File: src/rtl/pwm_table_player.sv
// Plays a stored sample table as PWM: one table entry per PWM period, duty = sample value.
// Owns the table read address while busy; never writes the table.
module pwm_table_player #(
  parameter int data_width = 8,
  parameter int addr_width = 7,
  parameter int table_len  = 100
) (
  input  logic                  Clk,
  input  logic                  Rst,
  input  logic                  Enable,
  input  logic [data_width-1:0] tableData,
  output logic [addr_width-1:0] address,
  output logic                  PWM,
  output logic                  sampleStrobe,
  output logic                  busy
);

  typedef enum logic [1:0] {IDLE, PRIME, RUN} state_t;

  // Period is 2^w - 1 cycles, so the counter tops out at 2^w - 2; duty = all-ones stays high throughout.
  localparam logic [data_width-1:0] CNT_LAST  = {data_width{1'b1}} - data_width'(1);
  localparam logic [addr_width-1:0] ADDR_LAST = addr_width'(table_len - 1);

  state_t                state_q;
  logic                  prime_q;
  logic [addr_width-1:0] addr_q;
  logic [data_width-1:0] duty_q;
  logic [data_width-1:0] cnt_q;
  logic                  strobe_q;
  logic                  busy_q;

  function automatic logic [addr_width-1:0] next_addr(input logic [addr_width-1:0] a);
    return (a == ADDR_LAST) ? '0 : a + addr_width'(1);
  endfunction

  always_ff @(posedge Clk or posedge Rst) begin
    if (Rst) begin
      state_q  <= IDLE;
      prime_q  <= 1'b0;
      addr_q   <= '0;
      duty_q   <= '0;
      cnt_q    <= '0;
      strobe_q <= 1'b0;
      busy_q   <= 1'b0;
    end else begin
      strobe_q <= 1'b0;
      case (state_q)
        IDLE: begin
          addr_q <= '0;
          if (Enable) begin
            state_q <= PRIME;
            prime_q <= 1'b0;
            busy_q  <= 1'b1;
          end
        end
        PRIME: begin
          // First cycle only covers the synchronous read latency of index 0.
          if (!prime_q) begin
            prime_q <= 1'b1;
          end else begin
            duty_q   <= tableData;
            cnt_q    <= '0;
            addr_q   <= next_addr(addr_q);
            strobe_q <= 1'b1;
            state_q  <= RUN;
          end
        end
        RUN: begin
          if (cnt_q == CNT_LAST) begin
            if (Enable) begin
              duty_q   <= tableData;
              cnt_q    <= '0;
              addr_q   <= next_addr(addr_q);
              strobe_q <= 1'b1;
            end else begin
              state_q <= IDLE;
              busy_q  <= 1'b0;
              addr_q  <= '0;
              duty_q  <= '0;
              cnt_q   <= '0;
            end
          end else begin
            cnt_q <= cnt_q + data_width'(1);
          end
        end
        default: state_q <= IDLE;
      endcase
    end
  end

  assign address      = addr_q;
  assign PWM          = (state_q == RUN) && (cnt_q < duty_q);
  assign sampleStrobe = strobe_q;
  assign busy         = busy_q;

endmodule

File: config.mk
export PLATFORM = sky130hd
export DESIGN_NAME = pwm_table_player
export DESIGN_NICKNAME = d
export VERILOG_FILES = /design/src/rtl/pwm_table_player.sv
export SDC_FILE = /design/constraint.sdc
export NUM_CORES = 1
export LEC_CHECK = 0
export ABC_CLOCK_PERIOD_IN_PS = 6270
export BUFFER_PORTS_ARGS = -buffer_cell sky130_fd_sc_hd__buf_2
export CELL_PAD_IN_SITES_DETAIL_PLACEMENT = 1
export CELL_PAD_IN_SITES_GLOBAL_PLACEMENT = 2
export CORE_MARGIN = 4
export CORE_UTILIZATION = 25
export DETAILED_ROUTE_END_ITERATION = 10
export GPL_TIMING_DRIVEN = 0
export PLACE_DENSITY = 0.58
export SYNTH_ARGS = -nofsm -noshare
export SYNTH_HDL_FRONTEND = slang
export SYNTH_SLANG_ARGS = --single-unit
File: constraint.sdc
create_clock -name Clk -period 6.27 [get_ports Clk]
set_clock_uncertainty 0.15 [all_clocks]
set_input_delay 0.9405 -clock Clk [delete_from_list [all_inputs] [get_ports Clk]]
set_output_delay 0.9405 -clock Clk [all_outputs]
set_load 0.02 [all_outputs]
==> results.yml, run 1 <==
run_status:
  status: "completed"
worst_hold_path:
  holdCritStartpoint: "duty_q[0]"
  min_to: "duty_q[0]"
  hold_depth: 2
  hp-class: "flip-flop to flip-flop"
floorplanning:
  coreArea_um2: 6350
  rows: 29
  ios: 21
  die_x_um: 89.0
  start_util_pct: 25.8
  fp.dieH_um: 89.0
  fp.dieArea_um2: 7920
drt:
  drc: 0
  ant_nets: 0
  via_per_inst: 4.85
  drtIter0Drc: 45
  wl_um: 4130
  vias: 1363
  firstDrtPassIters: 4
  wl_per_cell_um: 14.7
critical_path:
  crit_fanout: 10
  r2r-start: "state_q[0]"
  path_cells: "inv_1, ha_1, clkbuf_1, inv_1, a2111o_1, a31oi_1, buf_2"
  crit_required_ps: 5180
  r2r_cells: 8
  r2r_slack_ps: 3840
  crit_path_frequent_cell: "inv_1"
  critPathCaptureType: "output pin"
  critPathKind: "flip-flop to output pin"
  cp.arrival_ps: 2120
  slowest_stage: "dfrtp_1"
  worstSetupStartpointType: "flip-flop"
  max_stage_delay_ps: 430
  r2r-end: "duty_q[7]"
synthesis:
  synth_adder_area_share_pct: 10.7
  yosysWarnings: 0
  synth_edf_count: 0
  synth-seq-area-share_pct: 42.7
  ys.flop_type: "dfrtp_1"
  synth.distinct_cells: 37
  synth.area.mux_share_pct: 1.91
  synth-compound-area-share_pct: 17.1
  ys_ff_latch: 28
  syn_inst: 180
  synthArstFlopShare_pct: 100
  synthSimpleGateAreaFrac_pct: 20.4
  netlist_area_um2: 1640
  synth_nets: 205
  avgSynthCellArea_um2: 9.11
  synthXorXnorAreaFrac_pct: 2.14
  synth_top_family_by_area: "simple AND/OR/NAND/NOR gates"
placement:
  gp_congestion: 0.725
  io_buffers: 20
  dp_hpwl_um: 3150
cells_and_area:
  syn_to_final_growth_pct: 16.3
  drive_gt1_share_pct: 14.7
  fillers: 764
  final_common_cell: "dfrtp_1"
  final_cell_mix: "28 x dfrtp_1, 20 x buf_2, 16 x nand2_1, 16 x o21ai_0, 15 x inv_1"
  nNetsFinal: 230
  diodes: 0
flow_run:
  maxCapViolCount: 0
global_route:
  grt_pass1_vias: 1452
  grt_first_pass_wirelength_um: 7140
  track_usage_pct: 11.6
  grt-ovfl-total: 0
  grt_max_degree: 29
  antenna_found_initial: 0
cts:
  path_clk_slew_ps: 100
  hold_buffers: 0
  h-tree-depth: 1
  post_cts_buffers: 0
  clock_sinks: 28
  cts_buffer_depth: 2
  cts_tree: "done"
  root_buffer: "clkbuf_8"
  ctsResizeCount: 0
  cts_buffers: 3
  clkLatencyLatePin_ps: 290
sta:
  slew_headroom_pct: 23.3
  fmax_mhz: 312
  tightest_slew_ps: 1150
  setup_viol: 0
  fin_crit_ps: 3210
  finalHoldViolations: 0
  fin_crit_sh_pct: 51.1
  fin_tns_setup_ps: 0
  rsz0062_at_grt: "no"
  maxSlewViolCount: 0
pwr:
  total_power_uw: 763
  leakagePower_uw: 0.000898
  cellPowerDensity_nw_per_um2: 400
  ir_drop_mv: 0.146
==> routing by layer <==
metal | up-vias | track usage (%) | wire [um]
met4 | 0 | 2.03 | 27
li1 | 681 | - | -
met1 | 663 | 15.2 | 2030
met5 | - | 0 | 0
met2 | 17 | 19.8 | 1950
met3 | 2 | 2.58 | 128
==> flip-flops by register name, indices dropped and copies added, names as in the netlist <==
| register | flops |
|---|---|
| address | 7 |
| busy | 1 |
| sampleStrobe | 1 |
| state_q | 2 |
| duty_q | 8 |
| prime_q | 1 |
| cnt_q | 8 |
==> through the flow <==
step / hold WS [ps] / area (um^2) / std cells / utilization [%] / setup WS [ps]
5_1_grt: 368 / 1910 / 281 / 30.0 / 2890
3_3_place_gp: 314 / 1840 / 277 / 28.9 / 3410
4_1_cts: 345 / 1910 / 281 / 30.0 / 3030
6_report: 335 / 1910 / 281 / 30.0 / 3060
2_1_floorplan: 293 / 1640 / 180 / - / 3550
3_5_place_dp: 317 / 1840 / 277 / 28.9 / 3360
==> synthesized netlist by cell type (3+ instances only) <==
master | n | area, um^2
clkbuf_1 | 3 | 11.3
xor2_1 | 3 | 26.3
nor2_1 | 14 | 52.6
nand4_1 | 3 | 18.8
nand2b_1 | 4 | 25.0
nor2b_1 | 4 | 25.0
o21ai_1 | 7 | 35.0
o21ai_0 | 16 | 80.1
a21boi_0 | 3 | 22.5
dfrtp_1 | 28 | 701
a21oi_1 | 6 | 30.0
or3_1 | 4 | 25.0
ha_1 | 14 | 175
nand3_1 | 14 | 70.1
nand2_1 | 16 | 60.1
inv_1 | 15 | 56.3
==> report_power, final <==
part | internal [uW] | switching [uW]
Clock | 85.7 | 62.9
Sequential | 230 | 33.4
Combinational | 130 | 221
==> worst max-delay path: cells and delay by family, from the launching register on <==
| family | cells | cell delay (ps) |
|---|---|---|
| AOI/OAI and AO/OA | 2 | 440 |
| buffers and inverters | 4 | 770 |
| DFF | 1 | 430 |
| adders and majority gates | 1 | 190 |
==> cells by family after synthesis <==
group / count (synthesis)
simple gates: 66
mux: 3
xor+xnor: 4
buf+inv: 20
flops: 28
fa+ha+maj: 14
compound gates: 45
==> final cells by class <==
type,count,area [um^2],area share (%)
Clock buffer,3,41.3,2.17
Inverter,15,56.3,2.95
Sequential cell,28,701,36.7
Clock inverter,1,30.0,1.57
Timing Repair Buffer,20,100,5.25
Tap cell,77,96.3,5.05
Buffer,5,26.3,1.38
Multi-Input combinational cell,132,856,44.9
==> how the worst max path moves through the flow <==
stage | to | cells past startpoint | from | slack (ps)
CTS | PWM | 7 | state_q[0] | 3030
detailed placement | PWM | 7 | state_q[0] | 3360
global route | PWM | 7 | state_q[0] | 2890
finish | PWM | 7 | state_q[0] | 3060
floorplan | PWM | 4 | cnt_q[7] | 3550
global placement | PWM | 7 | state_q[0] | 3410
Note: power is estimated with default switching activity, not from simulation.
==> run 2, diff against run 1 <==
--- a/config.mk
+++ b/config.mk
@@ -5,7 +5,7 @@
 export SDC_FILE = /design/constraint.sdc
 export NUM_CORES = 1
 export LEC_CHECK = 0
-export ABC_CLOCK_PERIOD_IN_PS = 6270
+export ABC_CLOCK_PERIOD_IN_PS = 2800
 export BUFFER_PORTS_ARGS = -buffer_cell sky130_fd_sc_hd__buf_2
 export CELL_PAD_IN_SITES_DETAIL_PLACEMENT = 1
 export CELL_PAD_IN_SITES_GLOBAL_PLACEMENT = 2
@@ -13,7 +13,7 @@
 export CORE_UTILIZATION = 25
 export DETAILED_ROUTE_END_ITERATION = 10
 export GPL_TIMING_DRIVEN = 0
-export PLACE_DENSITY = 0.58
+export PLACE_DENSITY = 0.6
 export SYNTH_ARGS = -nofsm -noshare
 export SYNTH_HDL_FRONTEND = slang
 export SYNTH_SLANG_ARGS = --single-unit
==> constraint.sdc (replaced) <==
create_clock -name Clk -period 2.8 [get_ports Clk]
set_clock_uncertainty 0.15 [all_clocks]
set_input_delay 0.42 -clock Clk [delete_from_list [all_inputs] [get_ports Clk]]
set_output_delay 0.42 -clock Clk [all_outputs]
set_load 0.02 [all_outputs]
==> results.yml, run 2 (synthesis gave the netlist of run 1 again) <==
cts:
  path_clk_slew_ps: 100
  cts_tree: "done"
  clock_sinks: 28
  h-tree-depth: 1
  ctsResizeCount: 0
  hold_buffers: 0
  root_buffer: "clkbuf_8"
  cts_buffer_depth: 2
  cts_buffers: 3
  post_cts_buffers: 0
  clkLatencyLatePin_ps: 280
sta:
  maxSlewViolCount: 0
  setup_ws_ps: 248
  tightest_slew_ps: 1150
  slew_headroom_pct: 23.5
  fin_crit_sh_pct: 91.1
  fin_tns_setup_ps: 0
  setup_viol: 0
  rsz0062_at_grt: "no"
  fin_crit_ps: 2550
  finalHoldViolations: 0
  fmax_mhz: 392
  worst_hold_slack_ps: 216
cells_and_area:
  diodes: 0
  nNetsFinal: 230
  seqCellArea_um2: 701
  utilization_pct: 30.0
  syn_to_final_growth_pct: 16.4
  drive_gt1_share_pct: 15.2
  fillers: 759
  final_cell_mix: "28 x dfrtp_1, 20 x buf_2, 16 x nand2_1, 16 x o21ai_0, 15 x inv_1"
  multi_input_area_um2: 856
  final_common_cell: "dfrtp_1"
  final_cell_count_no_fill: 281
placement:
  gp_congestion: 0.748
  place_ws_ps: 385
  io_buffers: 20
  dp_hpwl_um: 3100
  dp_cells: 277
floorplanning:
  fp.dieArea_um2: 7920
  rows: 29
  die_x_um: 89.0
  coreArea_um2: 6350
  ios: 21
  start_util_pct: 25.8
  fp.dieH_um: 89.0
pwr:
  ir_drop_mv: 0.298
  cellPowerDensity_nw_per_um2: 899
  leakagePower_uw: 0.000901
critical_path:
  crit_start: "cnt_q[6]"
  r2r-end: "address[4]"
  critPathCaptureType: "output pin"
  crit_required_ps: 2230
  crit_fanout: 5
  r2r_slack_ps: 450
  r2r_cells: 8
  cp.arrival_ps: 1980
  critPathKind: "flip-flop to output pin"
  cp-endpoint: "PWM"
  worstSetupStartpointType: "flip-flop"
  r2r-start: "cnt_q[0]"
drt:
  drtIter0Drc: 46
  drc: 0
  vias: 1352
  wl_um: 4110
  wl_per_cell_um: 14.6
  ant_nets: 0
  via_per_inst: 4.81
  firstDrtPassIters: 4
global_route:
  grt-ovfl-total: 0
  track_usage_pct: 11.2
  antenna_found_initial: 0
  grt_max_degree: 29
  grt_first_pass_wirelength_um: 6880
  grt_pass1_vias: 1425
worst_hold_path:
  hp-class: "input port to flip-flop"
run_status:
  status: "completed"
flow_run:
  maxCapViolCount: 0
run 2: metal layers:
| layer | vias to the layer above | share of wire (%) | GRT usage, % | wire length (um) |
|---|---|---|---|---|
| li1 | 675 | - | - | - |
| met1 | 661 | 50 | 15.2 | 2040 |
| met2 | 14 | 47 | 18.4 | 1940 |
| met3 | 2 | 2.6 | 1.75 | 105 |
| met4 | 0 | 0.66 | 3.25 | 27 |
| met5 | - | 0 | 0 | 0 |
run 2: per-stage QoR:
step	total power, uW	area [um^2]
global placement	1370	1840
finish	1720	1910
CTS	1750	1910
detailed placement	1410	1840
floorplan	1170	1640
global route	1880	1910
run 2: cell type report:
type	instances	share of cell area, %
Clock inverter	1	1.57
Multi-Input combinational cell	132	44.9
Tap cell	77	5.05
Clock buffer	3	2.16
Inverter	15	2.95
Sequential cell	28	36.7
Timing Repair Buffer	20	5.25
Buffer	5	1.44
run 2: where the power goes:
| part | switching (uW) | leakage, uW | internal [uW] |
|---|---|---|---|
| logic | 501 | 0.000497 | 293 |
| registers | 79.5 | 0.000368 | 516 |
| clock network | 136 | 0.0000357 | 192 |
| total | 716 | 0.000901 | 1000 |
run 2: worst max-delay path, stage by stage (launching register included):
cell	delay, ps
dfrtp_1	450
ha_1	310
a21oi_1	150
nor2b_1	60
a2111o_1	370
a31oi_1	170
buf_2	190
run 2: worst min path at each step:
stage	endpoint	cells past startpoint	slack (ps)	from
after CTS	duty_q[3]	3	210	tableData[3]
after global routing	duty_q[0]	3	230	tableData[0]
final	duty_q[3]	3	220	tableData[3]
after detailed placement	duty_q[0]	2	330	duty_q[0]
after floorplan	duty_q[0]	2	290	duty_q[0]
after global placement	duty_q[0]	2	310	duty_q[0]
